--- src/rtl/spi_rx_slave_mc.sv ---
// rtl/spi_rx_slave_mc.sv - multi-select SPI mode-0 slave receiver with word FIFO and MISO echo
module spi_rx_slave_mc #(
  parameter int NUM_SEL     = 2,
  parameter int WORD_W      = 8,
  parameter int FIFO_DEPTH  = 4,
  parameter int SYNC_STAGES = 2,
  parameter int MSB_FIRST   = 1,
  localparam int CH_W       = (NUM_SEL > 1) ? $clog2(NUM_SEL) : 1
) (
  input  logic               clk,
  input  logic               rst_n,
  input  logic               sck,
  input  logic               mosi,
  input  logic [NUM_SEL-1:0] ssel_n,
  output logic               miso,
  output logic               miso_oe,
  output logic [WORD_W-1:0]  rx_data,
  output logic [CH_W-1:0]    rx_chan,
  output logic               rx_first,
  output logic               rx_valid,
  input  logic               rx_ready,
  output logic               frame_end,
  output logic [CH_W-1:0]    frame_chan,
  output logic               overflow
);
  localparam int CNT_W  = $clog2(WORD_W + 1);
  localparam int PTR_W  = $clog2(FIFO_DEPTH);
  localparam int FCNT_W = $clog2(FIFO_DEPTH + 1);
  localparam int ENT_W  = CH_W + 1 + WORD_W;

  typedef enum logic {IDLE, ACTIVE} state_t;

  logic [SYNC_STAGES-1:0] sck_sync_q, sck_sync_d, mosi_sync_q, mosi_sync_d, ok_q, ok_d;
  logic [NUM_SEL-1:0]     ssel_sync_q [SYNC_STAGES];
  logic [NUM_SEL-1:0]     ssel_sync_d [SYNC_STAGES];
  logic [NUM_SEL-1:0]     armed_q, armed_d;
  logic                   sck_prev_q, sck_prev_d;
  state_t                 state_q, state_d;
  logic [CH_W-1:0]        chan_q, chan_d, frame_chan_q, frame_chan_d;
  logic                   first_pend_q, first_pend_d;
  logic [CNT_W-1:0]       bit_cnt_q, bit_cnt_d;
  logic [WORD_W-1:0]      shift_q, shift_d, echo_q, echo_d;
  logic                   miso_q, miso_d, miso_oe_q, miso_oe_d, frame_end_q, frame_end_d;
  logic                   push_q, push_d;
  logic [ENT_W-1:0]       push_data_q, push_data_d;
  logic [ENT_W-1:0]       mem_q [FIFO_DEPTH];
  logic [PTR_W-1:0]       wr_ptr_q, wr_ptr_d, rd_ptr_q, rd_ptr_d;
  logic [FCNT_W-1:0]      count_q, count_d;

  logic               sck_s, mosi_s, sync_ok, sck_rise, sck_fall;
  logic [NUM_SEL-1:0] ssel_s, falls;
  logic [WORD_W-1:0]  shift_nxt, echo_sh;
  logic               full, pop, push_ok;
  logic [ENT_W-1:0]   head;

  always_comb begin
    sck_sync_d     = {sck_sync_q[SYNC_STAGES-2:0], sck};
    mosi_sync_d    = {mosi_sync_q[SYNC_STAGES-2:0], mosi};
    ok_d           = {ok_q[SYNC_STAGES-2:0], 1'b1};
    ssel_sync_d[0] = ssel_n;
    for (int i = 1; i < SYNC_STAGES; i++) ssel_sync_d[i] = ssel_sync_q[i-1];
  end

  assign sck_s    = sck_sync_q[SYNC_STAGES-1];
  assign mosi_s   = mosi_sync_q[SYNC_STAGES-1];
  assign ssel_s   = ssel_sync_q[SYNC_STAGES-1];
  // Only a select seen high after the synchroniser has flushed its reset value may trigger a frame.
  assign sync_ok  = ok_q[SYNC_STAGES-1];
  assign armed_d  = sync_ok ? ssel_s : '0;
  assign falls    = armed_q & ~ssel_s;
  assign sck_rise = sck_s & ~sck_prev_q;
  assign sck_fall = ~sck_s & sck_prev_q;

  always_comb begin
    shift_nxt = (MSB_FIRST != 0) ? {shift_q[WORD_W-2:0], mosi_s} : {mosi_s, shift_q[WORD_W-1:1]};
    echo_sh   = (MSB_FIRST != 0) ? (echo_q << bit_cnt_q) : (echo_q >> bit_cnt_q);
  end

  always_comb begin
    state_d      = state_q;
    chan_d       = chan_q;
    first_pend_d = first_pend_q;
    bit_cnt_d    = bit_cnt_q;
    shift_d      = shift_q;
    echo_d       = echo_q;
    miso_d       = miso_q;
    miso_oe_d    = miso_oe_q;
    frame_end_d  = 1'b0;
    frame_chan_d = frame_chan_q;
    push_d       = 1'b0;
    push_data_d  = push_data_q;
    sck_prev_d   = sck_s;
    case (state_q)
      IDLE: begin
        if (|falls) begin
          state_d      = ACTIVE;
          for (int i = NUM_SEL - 1; i >= 0; i--) if (falls[i]) chan_d = CH_W'(i);
          first_pend_d = 1'b1;
          bit_cnt_d    = '0;
          shift_d      = '0;
          echo_d       = '0;
          miso_d       = 1'b0;
          miso_oe_d    = 1'b1;
        end
      end
      ACTIVE: begin
        if (ssel_s[chan_q]) begin
          state_d      = IDLE;
          frame_end_d  = 1'b1;
          frame_chan_d = chan_q;
          miso_d       = 1'b0;
          miso_oe_d    = 1'b0;
        end else if (sck_rise) begin
          shift_d = shift_nxt;
          if (bit_cnt_q == CNT_W'(WORD_W - 1)) begin
            push_d       = 1'b1;
            push_data_d  = {chan_q, first_pend_q, shift_nxt};
            first_pend_d = 1'b0;
            bit_cnt_d    = '0;
            echo_d       = shift_nxt;
          end else begin
            bit_cnt_d = bit_cnt_q + CNT_W'(1);
          end
        end else if (sck_fall) begin
          miso_d = (MSB_FIRST != 0) ? echo_sh[WORD_W-1] : echo_sh[0];
        end
      end
      default: state_d = IDLE;
    endcase
  end

  // FIFO: a full FIFO still accepts a push when the head leaves in the same cycle.
  assign full     = (count_q == FCNT_W'(FIFO_DEPTH));
  assign rx_valid = (count_q != '0);
  assign pop      = rx_valid && rx_ready;
  assign push_ok  = push_q && (!full || pop);
  assign overflow = push_q && full && !pop;
  assign head     = mem_q[rd_ptr_q];
  assign {rx_chan, rx_first, rx_data} = rx_valid ? head : '0;

  always_comb begin
    wr_ptr_d = push_ok ? wr_ptr_q + PTR_W'(1) : wr_ptr_q;
    rd_ptr_d = pop ? rd_ptr_q + PTR_W'(1) : rd_ptr_q;
    count_d  = count_q;
    if (push_ok && !pop)      count_d = count_q + FCNT_W'(1);
    else if (!push_ok && pop) count_d = count_q - FCNT_W'(1);
  end

  always_ff @(posedge clk) begin
    if (push_ok) mem_q[wr_ptr_q] <= push_data_q;
  end

  always_ff @(posedge clk or negedge rst_n) begin
    if (!rst_n) begin
      sck_sync_q   <= '0;
      mosi_sync_q  <= '0;
      ok_q         <= '0;
      for (int i = 0; i < SYNC_STAGES; i++) ssel_sync_q[i] <= '1;
      armed_q      <= '0;
      sck_prev_q   <= 1'b0;
      state_q      <= IDLE;
      chan_q       <= '0;
      first_pend_q <= 1'b0;
      bit_cnt_q    <= '0;
      shift_q      <= '0;
      echo_q       <= '0;
      miso_q       <= 1'b0;
      miso_oe_q    <= 1'b0;
      frame_end_q  <= 1'b0;
      frame_chan_q <= '0;
      push_q       <= 1'b0;
      push_data_q  <= '0;
      wr_ptr_q     <= '0;
      rd_ptr_q     <= '0;
      count_q      <= '0;
    end else begin
      sck_sync_q   <= sck_sync_d;
      mosi_sync_q  <= mosi_sync_d;
      ok_q         <= ok_d;
      ssel_sync_q  <= ssel_sync_d;
      armed_q      <= armed_d;
      sck_prev_q   <= sck_prev_d;
      state_q      <= state_d;
      chan_q       <= chan_d;
      first_pend_q <= first_pend_d;
      bit_cnt_q    <= bit_cnt_d;
      shift_q      <= shift_d;
      echo_q       <= echo_d;
      miso_q       <= miso_d;
      miso_oe_q    <= miso_oe_d;
      frame_end_q  <= frame_end_d;
      frame_chan_q <= frame_chan_d;
      push_q       <= push_d;
      push_data_q  <= push_data_d;
      wr_ptr_q     <= wr_ptr_d;
      rd_ptr_q     <= rd_ptr_d;
      count_q      <= count_d;
    end
  end

  assign miso       = miso_q;
  assign miso_oe    = miso_oe_q;
  assign frame_end  = frame_end_q;
  assign frame_chan = frame_chan_q;
endmodule

--- config.mk ---
export PLATFORM = sky130hd
export DESIGN_NAME = spi_rx_slave_mc
export DESIGN_NICKNAME = d
export VERILOG_FILES = /design/src/rtl/spi_rx_slave_mc.sv
export SDC_FILE = /design/constraint.sdc
export NUM_CORES = 1
export LEC_CHECK = 0
export BUFFER_PORTS_ARGS = -buffer_cell sky130_fd_sc_hd__buf_2
export CAP_MARGIN = 10
export CORE_MARGIN = 2
export CORE_UTILIZATION = 30
export DETAILED_ROUTE_END_ITERATION = 10
export HOLD_SLACK_MARGIN = 0.02
export PLACE_DENSITY = 0.46
export SLEW_MARGIN = 20
export SYNTH_ARGS = -nofsm -noshare
export SYNTH_HDL_FRONTEND = slang
export SYNTH_SLANG_ARGS = --single-unit
--- constraint.sdc ---
create_clock -name clk -period 3.1 [get_ports clk]
set_clock_uncertainty 0.1 [all_clocks]
set_input_delay 0.465 -clock clk [delete_from_list [all_inputs] [get_ports clk]]
set_output_delay 0.465 -clock clk [all_outputs]
set_load 0.01 [all_outputs]
Yosys cells after proc, flatten, opt, wreduce, memory -nomap -nowiden
Memory sizes are Yosys's and may differ from the RTL's.
Cells that the tools add are included.

storage, ports and cells
  register bits = 57
  latch bits = 0
  memory bits (writable) = 40
  memory bits (read-only) = 0
  input port bits = 7
  output and inout bits = 16
  logic and storage cells = 112
  memories kept = 1

memories
  name   depth  width  read ports  clocked after memory_dff  write ports  line  RTL
  mem_q  4      10     1           0                         1            46    logic [ENT_W-1:0] mem_q [FIFO_DEPTH];

cells by class
  add/subtract/negate cells = 5
  multiply operators = 0
  divide/modulo/power cells = 0
  $lt $le $gt $ge = 1
  equal/unequal tests = 9
  shift-type cells = 1
  multiplexer cells = 44
  bitwise operators = 8
  reductions and logical operators = 21

operator list
  cell                                                  count
  two-way mux 8 bit                                     4
  two-way mux 1 bit                                     23
  two-way mux 4 bit                                     4
  case mux 8 bit (2 select lines)                       1
  two-way mux 7 bit                                     2
  case mux 7 bit (2 select lines)                       1
  two-way mux 10 bit                                    1
  AND reduction 3 bit                                   3
  case mux 1 bit (2 select lines)                       4
  case mux 4 bit (2 select lines)                       1
  AND reduction 4 bit                                   2
  << shifter 8 x 4 -> 8 bit                             1
  logical AND 1 bit                                     6
  two-way mux 3 bit                                     2
  != test 2 x 1 -> 1 bit (second input constant)        3
  adder 2 x 1 -> 2 bit (second input constant)          2
  adder 4 x 1 -> 4 bit (second input constant)          1
  equality test 4 x 3 -> 1 bit (second input constant)  1
  != test 2 bit (second input constant)                 2
  NOT 1 bit                                             4
  AND reduction 2 bit                                   2
  nonzero test 2 bit                                    2
  adder 3 x 1 -> 3 bit (second input constant)          1
  equality test 3 bit (second input constant)           1
  12 further kinds                                      15

Longest topological paths before layout
  depth in word-level cells = 8
  depth in mapped cells = 9
  gate-level depth less buffers = 8

Worst setup path before layout
No wires, ideal clock.

  kind = input to register
  start = input rx_ready
  end = register count_q[1]
  data arrival time = 1.940 ns
  slack = 0.935 ns
  cell stages on the path = 7
  path buffers = 1
  path through = nor4b_1 > nor2b_1 > clkbuf_1 > ha_1 > inv_1 > fa_1 > mux2_2

on the way
  elaborated cells on any way between the ends = 9

RTL lines
  element               line  RTL
  from (decl)           21    input logic rx_ready,
  logical AND 1 bit     135   assign pop = rx_valid && rx_ready;
  logical OR 1 bit      136   assign push_ok = push_q && (!full || pop);
  logical AND 1 bit     136
  net push_ok           53    logic full, pop, push_ok;
  logical AND 1 bit     145   if (push_ok && !pop) count_d = count_q + FCNT_W'(1);
  two-way mux 3 bit     145
  net count_d[1]        48    logic [FCNT_W-1:0] count_q, count_d;
  to (signal assigned)  197   count_q <= count_d;
  to (decl)             48

The timed path passes the listed nets, and every way through them passes these cells.
A chain may end at the register's enable or synchronous reset.

Final worst setup path
  start = register rd_ptr_q[0]
  end = output rx_data[0]

on the way
  cells in the longest elaborated chain, start to end = 2

RTL lines
  element                   line  RTL
  from (decl)               47    logic [PTR_W-1:0] wr_ptr_q, wr_ptr_d, rd_ptr_q, rd_ptr_d;
  from (signal assigned)    196   rd_ptr_q <= rd_ptr_d;
  memory read (4 x 10 bit)  -
  two-way mux 10 bit        139   assign {rx_chan, rx_first, rx_data} = rx_valid ? head : '0;
  to (decl)                 17    output logic [WORD_W-1:0] rx_data,

Every way passes these cells.

==> impl_metrics.yaml <==
layout:
  syn2layout_area_growth_pct: 16.1
  finalNonFillerCells: 439
  num_antenna_cells: 0
  mostFrequentLayoutCells: "dfrtp_1 (53), edfxtp_1 (40), buf_2 (22), and2_1 (19), mux2_2 (13)"
  fin_util_pct: 35.6
  final_common_cell: "dfrtp_1"
  nets: 276
  final_area_mm2: 0.00447
  drive_gt1_share_pct: 30.0
pwr:
  power.total_mw: 3.02
  power_frac_comb_pct: 13.5
  ir_worst_vdd_mv: 0.256
  p_switching_mw: 0.821
  power_density_mw_per_mm2: 677
  clockPowerShare_pct: 35.3
  power_frac_seq_pct: 51.2
  switching_share_pct: 27.2
  p_int_mw: 2.20
  leakage_nw: 1.95
critical_path:
  cp.required_ps: 2530
  start_kind: "flop"
  crit_chain: "buf_4 -> mux4_2 -> and2_1 -> buf_2"
  crit_fanout: 7
  cp_slowest_stage_delay_ps: 570
  path_class: "flop to output port"
  slowest_stage: "dfrtp_1"
  critPathCaptureType: "output port"
  cp.arrival_ps: 1970
synth:
  synth_edf_count: 40
  synthCells: 232
  syn_avg_cell_area_um2: 16.6
  synth.distinct_cells: 39
  synth_area_mm2: 0.00385
  async_flop_share_pct: 58.8
  ys.flop_type: "dfrtp_1"
  yosys_warnings: 0
  synth-seq-cells: 97
  ys_seq_area_share_pct: 68.4
  synth_fp_nets: 246
drt:
  wire_per_inst_um: 14.5
  drc_errors: 0
  drtIter0Drc: 74
  vias: 1897
  firstDrtPassIters: 4
  drt-vias-per-instance: 4.32
  routed_wl_mm: 6.39
  ant_nets: 0
placed_design:
  dpl_cell_area_mm2: 0.00417
  portBuffers: 22
  place.detailed.hpwl_mm: 4.06
  preCtsSetupSlack_ps: 640
  gp_congestion: 0.663
  dpl.cell_count: 422
timing:
  setup_viol_count_final: 0
  clock.fmax_mhz: 394
  relSlewSlack_pct: 42.7
  hold_slack_ps: 119
  worst_pin_slew_ps: 857
  period_share_pct: 81.8
  layout_min_cycle_time_ps: 2540
  rsz0062_at_grt: "no"
  slew_violations: 0
  final.setup.worst_slack_ps: 563
  tns_ps: 0
  hold_viol: 0
floorplanning:
  die_y_um: 117
  rows: 41
  initial_core_util_pct: 30.6
  die_area_mm2: 0.0138
  core_mm2: 0.0126
  ios: 23
  dieWidth_um: 117
clock_tree:
  worstSkewPairLatency_ps: 340
  cts_max_level: 3
  post-cts-setup-buffer-count: 0
  root_buffer: "clkbuf_16"
  cts.sinks: 97
  cts_inserted_buffers: 9
  tritoncts: "built"
  clock_path_buffers: 2
  cts.clk_slew.worst_paths_ps: 70
grt:
  antenna_found_initial: 0
  grt_pass1_vias: 1999
  overflow: 0
  grt_pass1_wl_mm: 10.7
  grt_max_degree: 49
  grt_util_all_layers_pct: 10.7
flow_run:
  drv_cap: 0
outcome:
  outcome: "finished clean"
hold_path:
  hold_class: "primary input to flop"
-- area by class of cell --
cell class / count / area, um^2
Fill cell: 1236 / 8100
Sequential cell: 97 / 2630
Multi-Input combinational cell: 122 / 1160
Timing Repair Buffer: 28 / 158
Clock inverter: 7 / 65.1
Inverter: 4 / 15.0
Clock buffer: 9 / 225
Tap cell: 172 / 215
-- registers in the layout (all words and copies together), names as in the netlist, 3 cells and up --
signal and flops:
mem_q 40, push_data_q 10, echo_q 8, shift_q 7
bit_cnt_q 4, count_q 3
-- critical path, delay by kind of cell (launching register included) --
| family | cells | cell delay, ps |
|---|---|---|
| buffers and inverters | 2 | 390 |
| AND/OR/NAND/NOR | 1 | 160 |
| flip-flops | 1 | 570 |
| multiplexers | 1 | 510 |
-- cells in the mapped netlist (all sizes together) (2+ instances only) --
| library cell | count | share of area, % |
|---|---|---|
| and3 | 2 | 0.33 |
| a21bo | 5 | 1.3 |
| xnor2 | 4 | 0.91 |
| nor2b | 4 | 0.65 |
| clkbuf | 6 | 0.59 |
| ha | 6 | 2.0 |
| a22o | 8 | 1.8 |
| edfxtp | 40 | 31 |
| mux4 | 12 | 7.0 |
| nor3 | 2 | 0.55 |
| mux2 | 17 | 5.1 |
| and2 | 19 | 3.1 |
| o21ai | 5 | 0.75 |
| dfstp | 4 | 2.7 |
| buf | 3 | 0.55 |
| a21o | 4 | 0.78 |
| a21oi | 3 | 0.39 |
| mux2i | 2 | 0.52 |
| inv | 4 | 0.39 |
| dfrtp | 53 | 34 |
| nand3 | 7 | 0.91 |
| nor2 | 3 | 0.29 |
| nand2b | 2 | 0.33 |
| xor2 | 2 | 0.46 |
| nand2 | 6 | 0.59 |
-- routing by layer --
layer / vias to the layer above / share of wire [%] / track usage (%)
li1: 910 / - / -
met1: 949 / 47 / 13.6
met2: 33 / 48 / 16.6
met3: 5 / 4.0 / 3.86
met4: 0 / 1.4 / 4.47
met5: - / 0 / 0
-- repair_timing --
action | in CTS | in global routing
endpoints found under the hold margin | 9 | 0
resized for setup | 0 | 0
hold buffers | 1 | 0
-- path summary, 6_finish.rpt --
check / to / depth (start not counted) / from / slack (ps)
max in group asynchronous: miso_oe / 3 / rst_n / 1590
worst min register to register: ok_q[1] / 0 / ok_q[0] / 250
worst max-delay path: rx_data[0] / 4 / rd_ptr_q[0] / 560
min in group asynchronous: mosi_sync_q[0] / 2 / rst_n / 420
worst min-delay path: ssel_sync_d[1] / 1 / ssel_n[1] / 120
worst max register to register: count_q[2] / 8 / count_q[0] / 690
-- kinds of logic (layout without fill, tap and decap cells) --
family	after synthesis	count (layout)	share of synthesized area, %
buffers and inverters	13	48	1.53
other	1	1	0.0974
adder cells (fa/ha/maj)	7	7	2.47
AND/OR/NAND/NOR	50	50	8.03
multiplexers	31	31	12.6
flip-flops	97	97	68.4
XOR/XNOR	6	6	1.37
AO/OA/AOI/OAI	27	27	5.49
-- power groups by stage --
| stage | registers [mW] | clock network, mW | logic, mW |
|---|---|---|---|
| 2_1_floorplan | 1.52 | 0 | 0.330 |
| 3_3_place_gp | 1.58 | 0 | 0.411 |
| 3_5_place_dp | 1.58 | 0 | 0.420 |
| 4_1_cts | 1.55 | 1.11 | 0.422 |
| 5_1_grt | 1.57 | 1.16 | 0.458 |
| 6_report | 1.55 | 1.07 | 0.408 |
Power figures use the tool's default switching activity.
